$ cat src/rtl/ktms_mmio_pkg.sv
// ktms_mmio_pkg: MMIO bus field offsets and perror bit indices shared by the MMIO decoders.
package ktms_mmio_pkg;
    localparam int VLD      = 0;
    localparam int CFG      = 1;
    localparam int RNW      = 2;
    localparam int DW       = 3;
    localparam int ADDR_LSB = 4;
    // data and parity offsets are relative to the end of the address field
    localparam int DATA_LSB = 0;
    localparam int DPAR     = 64;
    localparam int PERR_CTXT = 0;
    localparam int PERR_OVF  = 1;
    localparam int PERR_DPAR = 2;
endpackage

$ cat src/rtl/ktms_mmwr_hold.sv
// ktms_mmwr_hold: one-entry write holding register with ready/valid, overflow detect and registered ack.
module ktms_mmwr_hold #(
    parameter int width = 8
) (
    input  logic             clk,
    input  logic             reset,
    input  logic             in_v,
    input  logic [width-1:0] in_d,
    output logic             load,
    output logic             ovf,
    output logic             out_v,
    input  logic             out_r,
    output logic [width-1:0] out_d,
    output logic             ack
);
    logic acc;
    assign acc  = out_v & out_r;
    assign load = in_v & (~out_v | acc);
    assign ovf  = in_v & out_v & ~out_r;
    always_ff @(posedge clk) begin
        if (reset) begin
            out_v <= 1'b0;
            out_d <= '0;
            ack   <= 1'b0;
        end else begin
            out_v <= load | (out_v & ~out_r);
            if (load) out_d <= in_d;
            ack   <= acc;
        end
    end
endmodule

$ cat src/rtl/ktms_mmwr_mc_dec.sv
// ktms_mmwr_mc_dec: MMIO multi-context write decoder with ready/valid delivery and one-cycle ack.
// Define KTMS_MMWR_DPAR_EN to discard writes whose data parity is wrong.
module ktms_mmwr_mc_dec
    import ktms_mmio_pkg::*;
#(
    parameter int addr_width = 24,
    parameter int mmiobus_width = 4 + addr_width + 65,
    parameter int ctxtid_width = 10,
    parameter int ctxtid_start = 14,
    parameter int lcladdr_width = 1,
    parameter logic [addr_width-1:0] addr = '0
) (
    input  logic                     clk,
    input  logic                     reset,
    input  logic [0:mmiobus_width-1] i_mmiobus,
    output logic                     o_wr_v,
    input  logic                     o_wr_r,
    output logic [0:ctxtid_width-1]  o_wr_ctxt,
    output logic [0:lcladdr_width-1] o_wr_addr,
    output logic [0:1]               o_wr_we,
    output logic [0:63]              o_wr_d,
    output logic                     o_mmio_wr_ack,
    output logic [0:2]               o_perror
);
    localparam int dlsb = ADDR_LSB + addr_width + DATA_LSB;
    localparam int pbit = ADDR_LSB + addr_width + DPAR;
    localparam int pw = ctxtid_width + lcladdr_width + 66;
    logic [addr_width-1:0] a;
    logic [0:63] data;
    logic [ctxtid_width-2:0] ctx;
    logic hit, s0, dpar_err, load, ovf, chk, ctxt_err;
    logic [pw-1:0] pl, held;
    logic [0:2] err, sticky;
    assign a    = i_mmiobus[ADDR_LSB +: addr_width];
    assign data = i_mmiobus[dlsb +: 64];
    assign ctx  = a[ctxtid_start+ctxtid_width-2:ctxtid_start];
    assign hit  = i_mmiobus[VLD] & ~i_mmiobus[CFG] & ~i_mmiobus[RNW]
        & (a[ctxtid_start-1:lcladdr_width] == addr[ctxtid_start-1:lcladdr_width])
        & (a[addr_width-1:ctxtid_start+ctxtid_width-1] == addr[addr_width-1:ctxtid_start+ctxtid_width-1]);
    // single-word data is replicated into both halves; the word enable picks the half
    assign pl = {ctx, ~^ctx, a[lcladdr_width-1:0],
                 i_mmiobus[DW] ? 2'b11 : {~a[0], a[0]},
                 i_mmiobus[DW] ? data : {data[32:63], data[32:63]}};
`ifdef KTMS_MMWR_DPAR_EN
    logic dpar_bad;
    assign dpar_bad = ~^{data, i_mmiobus[pbit]};
    assign s0       = hit & ~dpar_bad;
    assign dpar_err = hit & dpar_bad;
`else
    logic dpar_unused;
    assign dpar_unused = i_mmiobus[pbit];
    assign s0       = hit;
    assign dpar_err = 1'b0;
`endif
    if (mmiobus_width > pbit + 1) begin : g_extra
        logic extra_unused;
        assign extra_unused = ^i_mmiobus[pbit+1:mmiobus_width-1];
    end
    ktms_mmwr_hold #(.width(pw)) u_hold (
        .clk(clk),
        .reset(reset),
        .in_v(s0),
        .in_d(pl),
        .load(load),
        .ovf(ovf),
        .out_v(o_wr_v),
        .out_r(o_wr_r),
        .out_d(held),
        .ack(o_mmio_wr_ack)
    );
    assign {o_wr_ctxt, o_wr_addr, o_wr_we, o_wr_d} = held;
    // parity of the held context is checked the cycle after it loads
    assign ctxt_err = chk & ~^o_wr_ctxt;
    always_comb begin
        err = '0;
        err[PERR_CTXT] = ctxt_err;
        err[PERR_OVF]  = ovf;
        err[PERR_DPAR] = dpar_err;
    end
    always_ff @(posedge clk) begin
        if (reset) begin
            chk      <= 1'b0;
            sticky   <= '0;
            o_perror <= '0;
        end else begin
            chk      <= load;
            sticky   <= sticky | err;
            o_perror <= sticky;
        end
    end
endmodule
$ cat config.mk
export PLATFORM = sky130hd
export DESIGN_NAME = ktms_mmwr_mc_dec
export DESIGN_NICKNAME = d
export VERILOG_FILES = /design/src/rtl/ktms_mmio_pkg.sv /design/src/rtl/ktms_mmwr_hold.sv /design/src/rtl/ktms_mmwr_mc_dec.sv
export SDC_FILE = /design/constraint.sdc
export NUM_CORES = 1
export LEC_CHECK = 0
export CAP_MARGIN = 15
export CORE_MARGIN = 1
export CORE_UTILIZATION = 40
export CTS_CLUSTER_DIAMETER = 120
export DETAILED_ROUTE_END_ITERATION = 6
export MAX_ROUTING_LAYER = met4
export PLACE_DENSITY = 0.86
export SETUP_SLACK_MARGIN = 0.02
export SYNTH_ARGS = -nofsm -noshare
export SYNTH_HDL_FRONTEND = slang
export SYNTH_HIERARCHICAL = 1
export SYNTH_SLANG_ARGS = --single-unit
$ cat constraint.sdc
create_clock -name clk -period 2.5 [get_ports clk]
set_input_delay 0.25 -clock clk [delete_from_list [all_inputs] [get_ports clk]]
set_output_delay 0.25 -clock clk [all_outputs]
set_load 0.01 [all_outputs]
==> Word level (Yosys, flattened, before mapping) <==
Index checks and enable logic that the tools add are counted.
{ "word_totals": {"ff_bits": 86, "latchBits": 0, "mem_bits_rw": 0, "mem_bits_ro": 0, "inputBits": 96, "output_inout_bits": 82, "n_memories": 0} }
{ "op_classes": {"add_sub_neg": 0, "mul": 0, "n_div": 0, "order_cmp": 0, "n_eq_ne": 0, "n_shift": 0, "mux": 2, "n_bitwise": 19, "reduce_logical": 3} }
{ "op_table": {"columns": ["cell", "count"], "rows": [
  ["64-bit two-way mux", 1],
  ["13-bit logical NOT", 1],
  ["1-bit AND", 10],
  ["10-bit XNOR reduction", 1],
  ["9-bit XNOR reduction", 1],
  ["1-bit NOT", 6],
  ["3-bit OR", 1],
  ["2-bit two-way mux", 1],
  ["1-bit OR", 2]
]} }

==> Logic depth before layout (Yosys ltp) <==
Gate-level depths: netlist (run 1).
{ "depth": {"ltp_word": 8, "mapped_depth": 8} }

==> Cells and area by module <==
Netlist (run 1), hierarchy kept.
{ "modules_own_cells": {"columns": ["mod", "n_inst", "cells_per_inst", "area_per_inst_um2", "seq_area_each_um2"], "rows": [
  ["ktms_mmwr_hold", 1, 343, 3505.9, 1581.5],
  ["ktms_mmwr_mc_dec", 1, 74, 733.2, 100.1]
]} }

==> Worst setup path after synthesis (run 1) <==
Ideal clock, no wire load.
{ "synth_path": {"path_type": "input to register", "start": "input port i_mmiobus[1] in the netlist's numbering", "end": "register u_hold.out_d[38]", "setup_ns": 0.072, "arrival_ns": 1.673, "t_required_ns": 2.428, "slack_ns": 0.756, "stages": 8, "path_cell_list": "nor4b_1 -> nand4_1 -> nor4_1 -> nor2b_2 -> buf_6 -> buf_6 -> buf_6 -> mux2i_1"} }
{ "synth_between": {"elab_chain_len": 6} }
{ "synth_rtl": {"columns": ["element", "line", "source"], "rows": [
  ["start, declared", "ktms_mmwr_mc_dec.sv:15", "input logic [0:mmiobus_width-1] i_mmiobus,"],
  ["1-bit NOT", "ktms_mmwr_mc_dec.sv:37", "assign hit = i_mmiobus[VLD] & ~i_mmiobus[CFG] & ~i_mmiobus[RNW]"],
  ["1-bit AND (2 in a row)", "ktms_mmwr_mc_dec.sv:37", null],
  ["1-bit AND", "ktms_mmwr_mc_dec.sv:38", "& (a[ctxtid_start-1:lcladdr_width] == addr[ctxtid_start-1:lcladdr_width])"],
  ["1-bit AND", "ktms_mmwr_mc_dec.sv:39", "& (a[addr_width-1:ctxtid_start+ctxtid_width-1] == addr[addr_width-1:ctxtid_start+ctxtid_width-1]);"],
  ["via hit", "ktms_mmwr_mc_dec.sv:31", "logic hit, s0, dpar_err, load, ovf, chk, ctxt_err;"],
  ["1-bit AND", "ktms_mmwr_hold.sv:18", "assign load = in_v & (~out_v | acc);"],
  ["end signal, assigned", "ktms_mmwr_hold.sv:27", "if (load) out_d <= in_d;"],
  ["end, declared", "ktms_mmwr_hold.sv:13", "output logic [width-1:0] out_d,"]
]} }
The timed path passes the listed nets, and every way through them passes these cells.
A chain may end at the register's enable or synchronous reset.

==> Final worst setup path (run 1) <==
{ "layout_path": {"start": "input port i_mmiobus[19] in the netlist's numbering", "end": "register u_hold.out_d[13]"} }
{ "layout_between": {"elab_chain_len": 4} }
{ "layout_rtl": {"columns": ["element", "line"], "rows": [
  ["13-bit logical NOT", "ktms_mmwr_mc_dec.sv:38"],
  ["1-bit AND", "ktms_mmwr_mc_dec.sv:38"],
  ["1-bit AND", "ktms_mmwr_mc_dec.sv:39"],
  ["via hit", "ktms_mmwr_mc_dec.sv:31"],
  ["1-bit AND", "ktms_mmwr_hold.sv:18"],
  ["via load", "ktms_mmwr_mc_dec.sv:31"]
]} }
The timed path passes the listed nets, and every way through them passes these cells.

==> results of run 1 <==
[routing by layer]
metal / global-route usage / share of wire / vias to the layer above
met1: 0.226 / 0.44 / 1500
met3: 0.0424 / 0.055 / 19
met4: 0.0714 / 0.022 / 0
met5: - / 0 / -
met2: 0.313 / 0.48 / 109
li1: - / - / 1672
[power by group]
group | switching [mW] | internal [mW] | total, mW | leakage (nW)
logic | 0.112 | 0.236 | 0.349 | 1.33
clock network | 0.479 | 0.662 | 1.14 | 0.114
registers | 0.00000624 | 1.34 | 1.34 | 0.676
total | 0.591 | 2.23 | 2.83 | 2.12
[final timing paths]
path                            slack, ns                           from  cells past startpoint                             to
worst max-delay path                 0.47                  i_mmiobus[19]                      8  u_hold/out_d[13]$_SDFFE_PP0P_
worst min-delay path                 0.40                          reset                      3                 chk$_SDFF_PP0_
worst max register to register       1.04  u_hold/out_d[71]$_SDFFE_PP0P_                      4           sticky[0]$_SDFF_PP0_
worst min register to register       0.45        u_hold/out_v$_SDFF_PP0_                      2          u_hold/ack$_SDFF_PP0_
[cells in the mapped netlist (all sizes together)]
cell    number
mux2i       77
nand2        1
nor2         6
nand2b     155
or2          1
buf         13
nor2b        5
conb         1
xnor2       13
and2         1
nor4         3
a31o         1
dfxtp       84
xor2         2
xnor3        1
inv          1
nor4b        1
nand4        1
mux2        32
clkbuf      18
[final cells by class]
class | instances | share of cell area
Multi-Input combinational cell | 301 | 0.380
Clock inverter | 4 | 0.0157
Tap cell | 136 | 0.0271
Clock buffer | 11 | 0.0209
Sequential cell | 84 | 0.268
Inverter | 1 | 0.000598
Timing Repair Buffer | 179 | 0.288
[flip-flops by register name, indices dropped and copies added (netlist names)]
signal	cells
chk	1
o_perror	2
sticky	2
u_hold/ack	1
u_hold/out_d	77
u_hold/out_v	1
[logic make-up (layout without fill, tap and decap cells)]
logic type / Yosys count / in the layout
buf+inv: 32 / 195
xor+xnor: 16 / 16
simple gates: 174 / 174
other cells: 1 / 1
flops: 84 / 84
mux: 109 / 109
compound gates: 1 / 1
[metrics by stage]
stage	cells	cell area, um^2	worst slack (ns)	utilization	power, mW
after floorplan	417	4240	0.756	-	1.54
after global placement	701	6050	0.125	0.589	1.71
after detailed placement	701	6050	0.0597	0.589	1.72
after CTS	716	6280	0.441	0.611	2.86
after global routing	716	6280	0.235	0.611	2.95
final	716	6280	0.466	0.611	2.83
[cells in the final DEF, fill, tap and decap left out, drive strengths merged]
cell type | Yosys | final
clkdlybuf4s50 | 0 | 173
nand2b | 155 | 155
dfxtp | 84 | 84
mux2i | 77 | 77
mux2 | 32 | 32
xnor2 | 13 | 13
clkbuf | 18 | 11
nor2 | 6 | 6
buf | 13 | 6
nor2b | 5 | 5
nor4 | 3 | 3
bufinv | 0 | 3
xor2 | 2 | 2
or2 | 1 | 1
nor4b | 1 | 1
nand4 | 1 | 1
inv | 1 | 1
xnor3 | 1 | 1
a31o | 1 | 1
conb | 1 | 1
clkinv | 0 | 1
and2 | 1 | 1
nand2 | 1 | 1
[worst reg2reg max path, cell delays in order, from the launching register on]
cell     delay (ns)
dfxtp_1        0.38
xor2_1         0.18
xnor3_1        0.42
xnor2_1        0.16
a31o_1         0.22
==> impl_metrics.csv, run 1 <==
group,metric,value,unit
timing,finalClockSkew,0.0158,ns
cells_and_area,drive_gt1_frac,0.0931,
timing,holdWs,0.405,ns
critical_path,cp_num_buf_inv,3,
cts,clockBufferDepth,2,
cells_and_area,final_nets,672,
hold_path,hold_class,"input pin to register",
floorplan,initial_core_util,0.412,
timing,drv_slew,0,
cells_and_area,multiInputGateArea,2390,um^2
timing,tightest_slew,0.871,ns
cts,clk_pin_slew,0.09,ns
placement,port_buffers,175,
global_route,grt_pass1_wl,16300,um
detailed_routing,drt_first_pass_iters,5,
detailed_routing,wl,9870,um
cts,cts_setup_buffers,0,
floorplan,die_w,105,um
yosys,synth-seq-cells,84,
yosys,synth_area_per_cell,10.2,um^2
yosys,synth_nets,513,
floorplan,die-height,105,um
yosys,synth_xor_area_frac,0.0363,
power,leakagePower,2.12,nW
critical_path,cp_top_family,"buffers and inverters",
detailed_routing,via_per_inst,4.61,
yosys,synthSimpleGateAreaFrac,0.256,
critical_path,critPathLaunchType,"input pin",
critical_path,crit_type,"input pin to register",
yosys,syn-instance-count,417,
detailed_routing,postRouteAntennaNets,0,
global_route,gr-total-overflow,0,
timing,final-setup-viol-count,0,
yosys,ys_types,24,
job,maxCapViolations,0,
yosys,synth_area,4240,um^2
cells_and_area,area_growth,48.2,%
yosys,yosys_warnings,6,
cts,clk_latency,0.35,ns
floorplan,rows,37,
detailed_routing,drcViolationCount,0,
global_route,grt_max_degree,162,
cells_and_area,n_antenna_cell,0,
yosys,yosysTopAreaCell,"dfxtp_1",
placement,dp_hpwl,6920,um
cts,cts_resized,0,
detailed_routing,via_count,3300,
cells_and_area,fillCellCount,880,
critical_path,cp_slowest_cell,"clkdlybuf4s50_1",
detailed_routing,wl_per_cell,13.8,um
yosys,ys_seq_area_frac,0.397,
cells_and_area,seqCellArea,1680,um^2
power,p_per_area,450,nW/um^2
timing,clock.fmax,492,MHz
detailed_routing,drt_iter0_drc,146,
timing,setup_tns,0,ns
critical_path,cp.required,2.77,ns
timing,timing.final.hold_violations,0,
cts,htree_levels,3,
cts,root_buffer,"clkbuf_8",
critical_path,critical_path.cell_chain,"clkdlybuf4s50_1 -> nor4_1 -> nand4_1 -> nor4_1 -> buf_4 -> nor2b_4 -> buf_12 -> mux2i_1",
critical_path,crit_fanout,43,
yosys,synth.area.mux_share,0.267,
yosys,synth_top_family_by_area,"multiplexers",
critical_path,cpPeakStageDelay,0.41,ns
timing,rsz0062_at_grt,"false",
critical_path,crit_top_cell,"nor4_1",
placement,globalplace.congestion,0.737,
global_route,grt_pass1_vias,3412,
status,status,"completed",
critical_path,end_kind,"register",
floorplan,io_pins,178,
timing,timing.final.crit_share,0.813,
global_route,grt_use_total,0.190,
cts,clkSinkCount,84,
critical_path,worstPathArrival,2.31,ns
floorplan,core,10300,um^2
yosys,synth_area_leaders,"dfxtp_1 (40%), nand2b_1 (23%), mux2i_1 (18%), mux2_2 (8.5%), xnor2_1 (2.7%)",
floorplan,die_area,11000,um^2
cts,cts_tree,"done",
yosys,synthAdderAreaFrac,0,
cts,cts_inserted_buffers,9,
yosys,yosys.area.top_type_share,0.397,
timing,finalCriticalPeriod,2.03,ns
yosys,synth_compound_area_frac,0.00207,
timing,relSlewSlack,0.419,
global_route,antenna_found_initial,0,
power,irDropWorstVdd,0.000282,V
cts,hold_buffers,0,
(Power assumes the default switching activity.)
==> run 2, diff against run 1 <==
Clock period 2.5 ns to 1.9 ns, I/O delays scaled along.
==> run 2 against run 1 <==
Effect of this change: total power rose by 23%; critical endpoint is now u_hold/out_d[15]$_SDFFE_PP0P_; critical path depth is the same; first-iteration DRC count shrank 44%; sequential share of layout area is 0.92 points lower; flip-flop and latch count did not move; clock skew is 0.0017 ns higher; die area is the same.
==> impl_metrics.csv, run 2 (synthesis gave the netlist of run 1 again) <==
group,metric,value,unit
power,power_frac_seq,0.504,
critical_path,end_kind,"register",
critical_path,critPathLaunchType,"input pin",
critical_path,r2r_slack,0.44,ns
placement,dp.cells,703,
global_route,grt_pass1_wl,16200,um
cells_and_area,final_nets,683,
detailed_routing,via_per_inst,4.74,
floorplan,die-height,105,um
cells_and_area,layout_commonest_cell,"clkdlybuf4s50_1",
global_route,grt_use_total,0.188,
status,status,"completed",
power,p_per_area,536,nW/um^2
cts,cts_tree,"done",
cells_and_area,seqCellArea,1680,um^2
power,p_clk_frac,0.361,
cells_and_area,top_register,"u_hold/out_d",
timing,holdWs,0.369,ns
critical_path,crit_type,"input pin to register",
cells_and_area,n_antenna_cell,0,
placement,globalplace.congestion,0.755,
floorplan,core,10300,um^2
floorplan,die_w,105,um
hold_path,hold_class,"input pin to register",
detailed_routing,postRouteAntennaNets,0,
power,swShare,0.231,
cts,clockBufferDepth,2,
cells_and_area,top_regs,"u_hold/out_d (77), o_perror (2), sticky (2)",
cells_and_area,final_area,6500,um^2
timing,finalClockSkew,0.0176,ns
timing,timing.final.crit_share,0.963,
global_route,grt_max_degree,162,
job,maxCapViolations,0,
power,intPower,2.68,mW
power,irDropWorstVdd,0.000387,V
timing,final-setup-viol-count,0,
timing,drv_slew,0,
timing,finalCriticalPeriod,1.83,ns
cts,htree_levels,3,
cells_and_area,layoutNonFillerInstCount,728,
detailed_routing,wl,10900,um
cells_and_area,multiInputGateArea,2420,um^2
detailed_routing,drt_iter0_drc,82,
detailed_routing,drt_first_pass_iters,5,
placement,post-place-ws,-0.425,ns
power,leakagePower,2.31,nW
cells_and_area,fillCellCount,864,
global_route,gr-total-overflow,0,
floorplan,initial_core_util,0.412,
placement,dpl_cell_area,6080,um^2
timing,fin_ws,0.0697,ns
power,combPwrFrac,0.135,
power,total_power,3.49,mW
cts,root_buffer,"clkbuf_8",
floorplan,die_area,11000,um^2
cts,clk_latency,0.34,ns
cells_and_area,most-common-layout-cells,"clkdlybuf4s50_1 (161), nand2b_1 (155), dfxtp_1 (84)",
cts,clkSinkCount,84,
global_route,antenna_found_initial,0,
floorplan,io_pins,178,
detailed_routing,wl_per_cell,15.0,um
cells_and_area,drive_gt1_frac,0.122,
critical_path,crit_fanout,5,
critical_path,worstPathArrival,2.09,ns
cells_and_area,largest_reg_flops,77,
critical_path,cp.required,2.16,ns
cts,clk_pin_slew,0.08,ns
cts,cts_inserted_buffers,9,
global_route,grt_pass1_vias,3426,
placement,port_buffers,175,
placement,dp_hpwl,7120,um
cells_and_area,area_growth,53.4,%
timing,timing.final.hold_violations,0,
floorplan,rows,37,
power,power.switching,805,uW
timing,clock.fmax,546,MHz
detailed_routing,via_count,3449,
timing,rsz0062_at_grt,"false",
detailed_routing,drcViolationCount,0,
[run 2: cell count changes in the layout (fill, tap and decap cells not counted), sizes merged]
cell | before | now
buf | 6 | 13
bufinv | 3 | 1
clkbuf | 11 | 14
clkdlybuf4s50 | 173 | 161
clkinv | 1 | 4
clkinvlp | 0 | 1
dlymetal6s2s | 0 | 12
[run 2: worst paths after layout]
kind	to	start	cells past startpoint
setup reg to reg	sticky[0]$_SDFF_PP0_	u_hold/out_d[71]$_SDFFE_PP0P_	4
hold / removal	chk$_SDFF_PP0_	reset	3
setup / recovery	u_hold/out_d[15]$_SDFFE_PP0P_	i_mmiobus[26]	8
hold reg to reg	sticky[0]$_SDFF_PP0_	chk$_SDFF_PP0_	1
[run 2: power by group through the flow]
| stage | Combinational (mW) | Clock, mW | Sequential (mW) |
|---|---|---|---|
| 2_1_floorplan | 0.224 | 0 | 1.80 |
| 3_3_place_gp | 0.456 | 0 | 1.80 |
| 3_5_place_dp | 0.467 | 0 | 1.80 |
| 4_1_cts | 0.471 | 1.30 | 1.76 |
| 5_1_grt | 0.507 | 1.39 | 1.76 |
| 6_report | 0.470 | 1.26 | 1.76 |
[run 2: timing repair]
action	4_1_cts	5_1_grt
endpoints found under the hold margin	0	0
hold buffers	0	0
pin swaps	0	5
setup buffers	0	3
gates cloned	0	6
gates resized for setup	1	19
endpoints found under the setup margin	75	75
[run 2: worst max-delay path: stages]
cell and delay (ns):
clkdlybuf4s50_1 0.41, nor2_1 0.11, nand4_1 0.10, nor4_2 0.40, nor2b_4 0.33, buf_6 0.19
clkbuf_16 0.16, mux2i_1 0.20
[run 2: cell type report]
cell class	instances	area share
multi-input combinational	301	0.373
timing repair buffer	190	0.312
sequential	84	0.259
tap	136	0.0262
clock buffer	10	0.0196
clock inverter	6	0.0100
inverter	1	0.000577
[run 2: through the flow]
step / TNS (ns) / util
after CTS: 0 / 0.611
after global placement: -19.79 / 0.591
after floorplan: 0 / -
after global routing: 0 / 0.633
final: 0 / 0.633
after detailed placement: -28.78 / 0.591
[run 2: routing by layer]
metal  global-route usage  wire, um  vias up
li1                     -         -     1696
met5                    -         0        -
met4               0.0463       115        0
met1                0.218      4530     1633
met3               0.0337       490        9
met2                0.333      5750      111
==> run 3, diff against run 2 <==
Settings changed: CELL_PAD_IN_SITES_DETAIL_PLACEMENT set to 1, CELL_PAD_IN_SITES_GLOBAL_PLACEMENT set to 1, CORE_UTILIZATION 40 to 32, GPL_ROUTABILITY_DRIVEN set to 1, PLACE_DENSITY 0.86 to 0.91.
==> run 3 against run 2 <==
Effect of this change: setup slack better by 0.037 ns; clock skew down 0.0094 ns; sequential power about the same; non-clock buffer count up 4; cell count up 5.2%; wire length up 21%; register-to-register slack about the same; first-iteration DRC count up 48%; critical path depth up 1; critical endpoint is now u_hold/out_d[6]$_SDFFE_PP0P_; largest cell class unchanged; largest power group unchanged; highest routed layer unchanged.
==> impl_metrics.csv, run 3 (synthesis gave the netlist of run 1 again) <==
group,metric,value,unit
status,status,"completed",
floorplan,die-height,117,um
cts,clkSinkCount,84,
placement,post-place-ws,-0.378,ns
job,maxCapViolations,0,
detailed_routing,via_count,3492,
global_route,grt_use_total,0.178,
global_route,gr-total-overflow,0,
cells_and_area,top_register,"u_hold/out_d",
cells_and_area,final_area,6730,um^2
cells_and_area,drive_gt1_frac,0.125,
placement,dpl_cell_area,6120,um^2
cts,clk_pin_slew,0.06,ns
detailed_routing,wl_per_cell,17.2,um
floorplan,io_pins,178,
detailed_routing,wl,13200,um
detailed_routing,via_per_inst,4.56,
power,leakagePower,2.39,nW
global_route,antenna_found_initial,0,
cells_and_area,n_antenna_cell,0,
detailed_routing,drcViolationCount,0,
cts,clk_latency,0.34,ns
timing,rsz0062_at_grt,"false",
critical_path,cp.required,2.16,ns
cts,hold_buffers,0,
placement,globalplace.congestion,0.718,
cells_and_area,layout_commonest_cell,"clkdlybuf4s50_1",
timing,drv_slew,0,
cells_and_area,fillCellCount,1375,
placement,dp.cells,738,
detailed_routing,drt_first_pass_iters,4,
timing,finalCriticalPeriod,1.79,ns
timing,final-setup-viol-count,0,
cells_and_area,top_regs,"u_hold/out_d (77), o_perror (2), sticky (2)",
critical_path,critPathLaunchType,"input pin",
floorplan,die_area,13700,um^2
hold_path,hold_class,"input pin to register",
timing,setup_tns,0,ns
cells_and_area,layoutNonFillerInstCount,766,
detailed_routing,postRouteAntennaNets,0,
timing,finalClockSkew,0.00819,ns
power,irDropWorstVdd,0.000336,V
timing,timing.final.crit_share,0.944,
global_route,grt_pass1_vias,3566,
critical_path,worstPathArrival,2.05,ns
timing,fin_ws,0.106,ns
cells_and_area,most-common-layout-cells,"clkdlybuf4s50_1 (162), nand2b_1 (155), dfxtp_1 (84)",
critical_path,end_kind,"register",
timing,timing.final.hold_violations,0,
cts,root_buffer,"clkbuf_16",
critical_path,cp_slowest_cell,"clkdlybuf4s50_1",
cts,cts_inserted_buffers,9,
floorplan,initial_core_util,0.332,
critical_path,cpPeakStageDelay,0.41,ns
global_route,grt_max_degree,162,
cells_and_area,largest_reg_flops,77,
power,p_per_area,595,nW/um^2
power,total_power,4.00,mW
detailed_routing,drt_iter0_drc,121,
global_route,grt_pass1_wl,17900,um
floorplan,rows,41,
placement,dp_hpwl,8650,um
critical_path,crit_type,"input pin to register",
cts,cts_tree,"done",
timing,clock.fmax,557,MHz
placement,port_buffers,175,
cells_and_area,final_nets,687,
cts,htree_levels,3,
critical_path,critical_path.cell_chain,"clkdlybuf4s50_1 -> nor4_2 -> nand4_1 -> nor4_1 -> buf_4 -> nor2b_4 -> buf_6 -> clkbuf_16 -> mux2i_1",
cts,clockBufferDepth,2,
floorplan,die_w,117,um
cells_and_area,area_growth,58.6,%
floorplan,core,12800,um^2
critical_path,crit_fanout,6,
## run 3: through the flow
step                utilization  hold slack [ns]
finish                    0.526            0.369
global route              0.526            0.413
CTS                       0.502            0.382
detailed placement        0.479            0.446
global placement          0.479            0.431
floorplan                     -            0.262
## run 3: worst max-delay path: cells and delay by family
kind,cells,cell delay (ns)
mux,1,0.20
simple gates,4,0.74
buf+inv,4,0.92
## run 3: timing repair
action	CTS	global route
setup endpoints to repair	9	72
resized for setup	2	21
pin swaps	0	5
buffers inserted	0	3
gates cloned	0	11
## run 3: routing by layer
metal | part of all wire | routed length, um | global-route usage
met2 | 0.52 | 6790 | 0.318
met5 | 0 | 0 | -
met4 | 0.021 | 271 | 0.0810
met3 | 0.050 | 664 | 0.0345
met1 | 0.41 | 5450 | 0.190
## run 3: worst paths after layout
kind | slack [ns] | from | to | depth (start not counted)
max | 0.11 | i_mmiobus[23] | u_hold/out_d[6]$_SDFFE_PP0P_ | 9
min | 0.37 | reset | sticky[1]$_SDFF_PP0_ | 3
max reg2reg | 0.43 | u_hold/out_d[72]$_SDFFE_PP0P_ | sticky[0]$_SDFF_PP0_ | 4
min reg2reg | 0.45 | chk$_SDFF_PP0_ | sticky[0]$_SDFF_PP0_ | 1
## run 3: layout make-up
class	count	area, um^2	area share
clock buffer	12	256	0.0381
clock inverter	2	35.0	0.00521
tap	172	215	0.0320
inverter	1	3.75	0.000558
multi-input combinational	301	2430	0.361
sequential	84	1680	0.250
timing repair buffer	194	2110	0.313
## run 3: power by group
part | total [mW] | leakage [nW] | switching [mW] | internal [mW]
Sequential | 1.76 | 0.676 | 0.00000878 | 1.76
Combinational | 0.479 | 1.57 | 0.165 | 0.313
Clock | 1.76 | 0.145 | 0.687 | 1.07
